==> src/rtl/uart_cpld_tx.sv <==
// Transmit controller for the CPLD UART: buffers bytes in a small FIFO and plays
// each one out with the uart_wrn strobe, then waits for the tbre/tsre completion flags.
module uart_cpld_tx #(
   parameter int unsigned FIFO_DEPTH     = 8,
   parameter int unsigned WRN_LOW_CYCLES = 2
) (
   input  logic                          clk,
   input  logic                          rst,
   input  logic                          wr_en,
   input  logic [7:0]                    wr_data,
   output logic                          full,
   output logic                          empty,
   output logic [$clog2(FIFO_DEPTH):0]   count,
   output logic                          busy,
   output logic                          overflow,
   output logic                          sent,
   output logic                          uart_wrn,
   output logic [7:0]                    uart_data_o,
   output logic                          uart_data_oe,
   input  logic                          uart_tbre,
   input  logic                          uart_tsre
);

   localparam int unsigned AW  = $clog2(FIFO_DEPTH);
   localparam int unsigned PW  = AW + 1;
   localparam int unsigned SCW = (WRN_LOW_CYCLES > 1) ? $clog2(WRN_LOW_CYCLES) : 1;

   localparam logic [2:0] S_IDLE      = 3'd0;
   localparam logic [2:0] S_SETUP     = 3'd1;
   localparam logic [2:0] S_STROBE    = 3'd2;
   localparam logic [2:0] S_HOLD      = 3'd3;
   localparam logic [2:0] S_WAIT_TBRE = 3'd4;
   localparam logic [2:0] S_WAIT_TSRE = 3'd5;

   logic [2:0]     state_q, state_d;
   logic [SCW-1:0] strb_cnt_q, strb_cnt_d;
   logic [7:0]     tx_byte_q, tx_byte_d;
   logic [PW-1:0]  wr_ptr_q, wr_ptr_d;
   logic [PW-1:0]  rd_ptr_q, rd_ptr_d;
   logic [PW-1:0]  count_q, count_d;
   logic           full_q, full_d;
   logic           empty_q, empty_d;
   logic           overflow_q, overflow_d;
   logic           sent_q, sent_d;
   logic           busy_q, busy_d;
   logic           wrn_q, wrn_d;
   logic           oe_q, oe_d;
   logic [7:0]     mem_q [FIFO_DEPTH];
   logic           push;
   logic           pop;

   // FIFO pointer/occupancy next state; full blocks a push even when popping
   always_comb begin
      push       = wr_en && !full_q;
      overflow_d = overflow_q | (wr_en & full_q);
      wr_ptr_d   = wr_ptr_q + PW'(push);
      rd_ptr_d   = rd_ptr_q + PW'(pop);
      count_d    = wr_ptr_d - rd_ptr_d;
      full_d     = (count_d == PW'(FIFO_DEPTH));
      empty_d    = (count_d == '0);
   end

   always_ff @(posedge clk) begin
      if (push) begin
         mem_q[wr_ptr_q[AW-1:0]] <= wr_data;
      end
   end

   // Byte sequencer; pin controls are decoded from the next state so they register in step
   always_comb begin
      state_d    = state_q;
      strb_cnt_d = strb_cnt_q;
      tx_byte_d  = tx_byte_q;
      pop        = 1'b0;
      sent_d     = 1'b0;
      case (state_q)
         S_IDLE: begin
            if (!empty_q) begin
               pop       = 1'b1;
               tx_byte_d = mem_q[rd_ptr_q[AW-1:0]];
               state_d   = S_SETUP;
            end
         end
         S_SETUP: begin
            strb_cnt_d = '0;
            state_d    = S_STROBE;
         end
         S_STROBE: begin
            if (strb_cnt_q == SCW'(WRN_LOW_CYCLES - 1)) begin
               strb_cnt_d = '0;
               state_d    = S_HOLD;
            end else begin
               strb_cnt_d = strb_cnt_q + SCW'(1);
            end
         end
         S_HOLD: begin
            state_d = S_WAIT_TBRE;
         end
         S_WAIT_TBRE: begin
            if (uart_tbre) begin
               state_d = S_WAIT_TSRE;
            end
         end
         S_WAIT_TSRE: begin
            if (uart_tsre) begin
               sent_d  = 1'b1;
               state_d = S_IDLE;
            end
         end
         default: begin
            state_d = S_IDLE;
         end
      endcase
      wrn_d  = (state_d != S_STROBE);
      oe_d   = (state_d == S_SETUP) || (state_d == S_STROBE) || (state_d == S_HOLD);
      busy_d = (state_d != S_IDLE);
   end

   always_ff @(posedge clk) begin
      if (rst) begin
         state_q    <= S_IDLE;
         strb_cnt_q <= '0;
         tx_byte_q  <= 8'h00;
         wr_ptr_q   <= '0;
         rd_ptr_q   <= '0;
         count_q    <= '0;
         full_q     <= 1'b0;
         empty_q    <= 1'b1;
         overflow_q <= 1'b0;
         sent_q     <= 1'b0;
         busy_q     <= 1'b0;
         wrn_q      <= 1'b1;
         oe_q       <= 1'b0;
      end else begin
         state_q    <= state_d;
         strb_cnt_q <= strb_cnt_d;
         tx_byte_q  <= tx_byte_d;
         wr_ptr_q   <= wr_ptr_d;
         rd_ptr_q   <= rd_ptr_d;
         count_q    <= count_d;
         full_q     <= full_d;
         empty_q    <= empty_d;
         overflow_q <= overflow_d;
         sent_q     <= sent_d;
         busy_q     <= busy_d;
         wrn_q      <= wrn_d;
         oe_q       <= oe_d;
      end
   end

   assign full         = full_q;
   assign empty        = empty_q;
   assign count        = count_q;
   assign busy         = busy_q;
   assign overflow     = overflow_q;
   assign sent         = sent_q;
   assign uart_wrn     = wrn_q;
   assign uart_data_o  = tx_byte_q;
   assign uart_data_oe = oe_q;

endmodule

==> config.mk <==
export PLATFORM = sky130hd
export DESIGN_NAME = uart_cpld_tx
export DESIGN_NICKNAME = d
export VERILOG_FILES = /design/src/rtl/uart_cpld_tx.sv
export SDC_FILE = /design/constraint.sdc
export NUM_CORES = 1
export LEC_CHECK = 0
export BUFFER_PORTS_ARGS = -buffer_cell sky130_fd_sc_hd__buf_2
export CORE_ASPECT_RATIO = 1.25
export CORE_UTILIZATION = 54
export DETAILED_ROUTE_END_ITERATION = 16
export GPL_ROUTABILITY_DRIVEN = 0
export GPL_TIMING_DRIVEN = 0
export PLACE_DENSITY = 0.79
export SYNTH_ARGS = -nofsm -noshare
export SYNTH_HDL_FRONTEND = slang
export SYNTH_SLANG_ARGS = --single-unit
==> constraint.sdc <==
create_clock -name clk -period 2.9 [get_ports clk]
set_input_delay 0.29 -clock clk [delete_from_list [all_inputs] [get_ports clk]]
set_output_delay 0.29 -clock clk [all_outputs]
set_load 0.05 [all_outputs]
# After elaboration in Yosys (flattened, before gate mapping)
# Memory sizes are Yosys's and may differ from the RTL's. A register that Yosys moved wholly into a read port is not among the register bits.
# Cells that the tools add are included.
# totals
register_bits	23
latch_bits	0
ram_bits	64
rom_bits	0
input_bits	13
out_inout_bits	19
mem_count	1
# classes
addsub	4
n_mul	0
div	0
order_cmp	0
eq_ne	10
shifts	0
muxes	12
bitwise	4
n_reduce_logical	10
# mem_list
memory	words	width	read_ports	rd_ports_with_merged_regs	wr	line	source
mem_q	8	8	1	1	1	48	logic [7:0] mem_q [FIFO_DEPTH];
# op_table
cell	n
$pmux W3 S6	1
$eq A3 B2 Y1 const B	4
$mux W3	4
$add A4 B1 Y4	2
$eq A3 B1 Y1 const B	2
$eq A3 B3 Y1 const B	2
$mux W1	6
$eq A4 B4 Y1 const B	1
$logic_not A4 Y1	1
$sub A4 B4 Y4	1
$logic_not A3 Y1	1
$ne A3 B2 Y1 const B	1
$reduce_bool A3 Y1	1
$logic_or A1 B1 Y1	2
$not A1 Y1	2
$pmux W1 S2	1
$reduce_and A2 Y1	1
$reduce_bool A2 Y1	1
$reduce_or A2 Y1	1
$add A1 B1 Y1 const B	1
$and A1 B1 Y1	1
$logic_and A1 B1 Y1	1
$logic_not A1 Y1	1
$or A1 B1 Y1	1

# Depth between registers and ports, before layout
# depth
depth_word	5
depth_mapped	12

# Least setup slack after synthesis
# OpenSTA, ideal clock, no wires.
# synth_timing
path_kind	reg-to-reg
startpoint	reg empty_q, in the netlist empty
endpoint	reg empty_q, in the netlist empty
setup_ns	0.116
arrival_time_ns	2.709
required_ns	2.784
slack_ns	0.075
stages_incl_launch_ff	12
period_less_slack_ns	2.825
cell_sequence	dfxtp_1 nand2b_1 clkbuf_1 inv_2 ha_1 ha_1 inv_1 ha_1 a21o_1 a21oi_1 xnor2_1 a41o_1
# synth_between
elab_chain_cells	5
# synth_rtl
item	line	source
start, declared	42	logic empty_q, empty_d;
start signal, assigned	142	empty_q <= empty_d;
$mux W1	78	if (!empty_q) begin
$mux W1	76	case (state_q)
$add A4 B1 Y4	57	rd_ptr_d = rd_ptr_q + PW'(pop);
named net rd_ptr_d[1]	39	logic [PW-1:0] rd_ptr_q, rd_ptr_d;
$sub A4 B4 Y4	58	count_d = wr_ptr_d - rd_ptr_d;
$logic_not A4 Y1	60	empty_d = (count_d == '0);
# The timed path passes the listed nets, and every way through them passes these cells.
# A chain may end at the register's enable or synchronous reset.

# Final worst setup path
# layout_timing
startpoint	reg state_q[2]
endpoint	reg empty_q, in the netlist empty
# layout_between
elab_chain_cells	5
# layout_rtl
item	line	source
start, declared	35	logic [2:0] state_q, state_d;
start signal, assigned	135	state_q <= state_d;
$logic_not A3 Y1	76	
$mux W1	76	
$add A4 B1 Y4	57	
named net rd_ptr_d[1]	39	
$sub A4 B4 Y4	58	
$logic_not A4 Y1	60	
# The timed path passes the listed nets, and every way through them passes these cells.

==> results.tsv <==
metric	value	unit
post_drt_wl_per_cell	17.3	µm
tightest_slew	0.967	ns
status	finished clean	
io_pins	32	
drt_iter0_markers	169	
die_h	94.9	µm
seq_area	2540	µm²
port_buffers	31	
endpoint_kind	flip-flop	
antenna_found_initial	0	
async_flop_share	0	
slew_headroom	0.353	
dr.pass1.iters	4	
fin_nets	329	
vdd_drop_max	0.517	mV
row_count	33	
rsz0062_at_grt	false	
die_w	76.3	µm
vias	2218	
power.switching	1.57	mW
dp_hpwl	4340	µm
p_leak	1.49	nW
clk_path_buf_depth	2	
cts_tree	done	
grt_max_degree	17	
slowest_stage	dfxtp_1	
multiInputGateArea	1110	µm²
reg2reg_from	state_q[2]$_SDFF_PP0_	
antenna_cells	0	
rr_endpoint	empty$_SDFF_PP1_	
slowest_delay	0.35	ns
ys_ff_latch	95	
synth_area	3730	µm²
via_per_inst	5.55	
hold_viol_final	0	
ys_types	34	
fillers	489	
synth_nets	288	
netlist_instances	267	
drt-total-wl	6910	µm
die-area	7250	µm²
fin_ws	0.178	ns
drv_slew	0	
cp.required	3.15	ns
yosys_warnings	0	
grt_use_total	0.205	
cts-htree-levels	3	
design.core.area	6610	µm²
arrival	2.97	ns
reg2reg_depth	11	
holdPathEnd	overflow$_SDFF_PP0_	
powerDensity	978	nW/µm²
ctsRootBufferMaster	clkbuf_8	
start_util	0.565	
syn_to_final_growth	12.6	%
final_common_cell	edfxtp_1	
final_cell_mix	edfxtp_1, buf_2, mux2i_1	
clkPwrFrac	0.206	
drc	0	
fmax	367	MHz
cpMostUsedCell	ha_1	
internal-power	2.54	mW
skew	0.00931	ns
cts_sinks	95	
path_clk_slew	0.09	ns
criticalPathCategory	flip-flop to flip-flop	
yosys_most_used_dff	edfxtp_1	
fin_util	0.636	
avgSynthCellArea	14.0	µm²
yosysSeqAreaShare	0.682	
setup_viol	0	
clk_latency	0.36	ns
start_kind	flip-flop	
combPwrFrac	0.367	
cp_max_fo	9	
grt_pass1_wl	10700	µm
fin_crit	2.72	ns
min_from	wr_en	
hold_depth	3	
min_path_type	primary input to flip-flop	
p_seq_frac	0.428	
max_cap_violations	0	
r2r_slack	0.18	ns
synth_edf_count	64	
ctsHoldBuffers	0	
cts_buffers	9	
drive_above_1_share	0.198	
swShare	0.383	
crit_chain	nor3_2 -> nand2b_2 -> inv_2 -> ha_1 -> ha_1 -> inv_1 -> ha_1 -> a21o_1 -> a21oi_1 -> xnor2_1 -> a41o_1	
period_share	0.939	
grt_pass1_vias	2154	
grt-ovfl-total	0	
dp_worst_setup_slack	-0.0703	ns
ant_nets	0	
-- critical path, delay by kind of cell, from the launching register on --
family	cells	cell delay (ns)
AND/OR/NAND/NOR	2	0.45
buffers and inverters	2	0.31
flip-flops	1	0.35
XOR/XNOR	1	0.14
AO/OA/AOI/OAI	3	0.62
adder cells (fa/ha/maj)	3	0.73
-- worst max path at each step --
stage / startpoint / slack (ns) / end / depth (start not counted)
after floorplan: empty$_SDFF_PP1_ / 0.08 / empty$_SDFF_PP1_ / 11
after global routing: state_q[2]$_SDFF_PP0_ / 0.008 / empty$_SDFF_PP1_ / 11
after CTS: empty$_SDFF_PP1_ / 0.03 / empty$_SDFF_PP1_ / 10
after detailed placement: empty$_SDFF_PP1_ / -0.07 / empty$_SDFF_PP1_ / 11
after global placement: empty$_SDFF_PP1_ / -0.04 / empty$_SDFF_PP1_ / 11
final: state_q[2]$_SDFF_PP0_ / 0.18 / empty$_SDFF_PP1_ / 11
-- layer usage --
layer / track usage / share of wire
met5: 0 / 0
met3: 0.0357 / 0.066
met4: 0.115 / 0.020
met1: 0.251 / 0.42
met2: 0.348 / 0.49
-- flip-flops by register name (all words and copies together), names as in the netlist, 3 cells and up --
| signal | flops |
|---|---|
| count | 4 |
| mem_q | 64 |
| rd_ptr_q | 4 |
| state_q | 3 |
| uart_data_o | 8 |
| wr_ptr_q | 4 |
-- metrics by stage --
stage | std cells | hold slack (ns) | power, mW | area, µm² | TNS, ns
floorplan | 267 | 0.389 | 2.92 | 3730 | 0
global placement | 385 | 0.442 | 3.24 | 3990 | -0.0352
detailed placement | 385 | 0.468 | 3.27 | 3990 | -0.0703
CTS | 400 | 0.179 | 4.10 | 4180 | 0
global route | 400 | 0.186 | 4.31 | 4200 | 0
finish | 400 | 0.188 | 4.11 | 4200 | 0
-- power by group through the flow --
stage / Sequential, mW / Clock [mW] / Combinational (mW)
CTS: 1.75 / 0.856 / 1.49
global placement: 1.78 / 0 / 1.47
global route: 1.78 / 0.906 / 1.63
detailed placement: 1.79 / 0 / 1.49
floorplan: 2.16 / 0 / 0.760
finish: 1.76 / 0.844 / 1.51
-- logic make-up after synthesis --
| logic type | count (synthesis) | synth area share |
|---|---|---|
| AO/OA/AOI/OAI | 37 | 0.0658 |
| XOR/XNOR | 8 | 0.0228 |
| adder cells (fa/ha/maj) | 8 | 0.0288 |
| buffers and inverters | 20 | 0.0258 |
| flip-flops | 95 | 0.682 |
| multiplexers | 33 | 0.0886 |
| AND/OR/NAND/NOR | 66 | 0.0865 |
-- cells in the mapped netlist (5+ instances only) --
cell type	count	area [µm²]
ha_1	7	87.6
dfxtp_1	31	621
nand2_1	5	18.8
edfxtp_1	64	1920
inv_1	5	18.8
nand2b_1	5	31.3
mux2i_1	33	330
clkbuf_1	7	26.3
a22oi_1	16	120
nor2b_1	5	31.3
a21oi_1	14	70.1
nor3_1	15	75.1
nor2_1	28	105
-- what timing repair did --
item | in CTS | in global routing
buffers inserted | 0 | 0
endpoints found under the setup margin | 3 | 3
gates resized for setup | 0 | 2
endpoints found under the hold margin | 0 | 0
-- area by class of cell --
cell class | instances | area share
Sequential cell | 95 | 0.605
Clock buffer | 9 | 0.0295
Timing Repair Buffer | 31 | 0.0369
Multi-Input combinational cell | 152 | 0.264
Clock inverter | 7 | 0.0167
Buffer | 13 | 0.0167
Tap cell | 87 | 0.0259
Inverter | 6 | 0.00536
(Power assumes the default switching activity.)
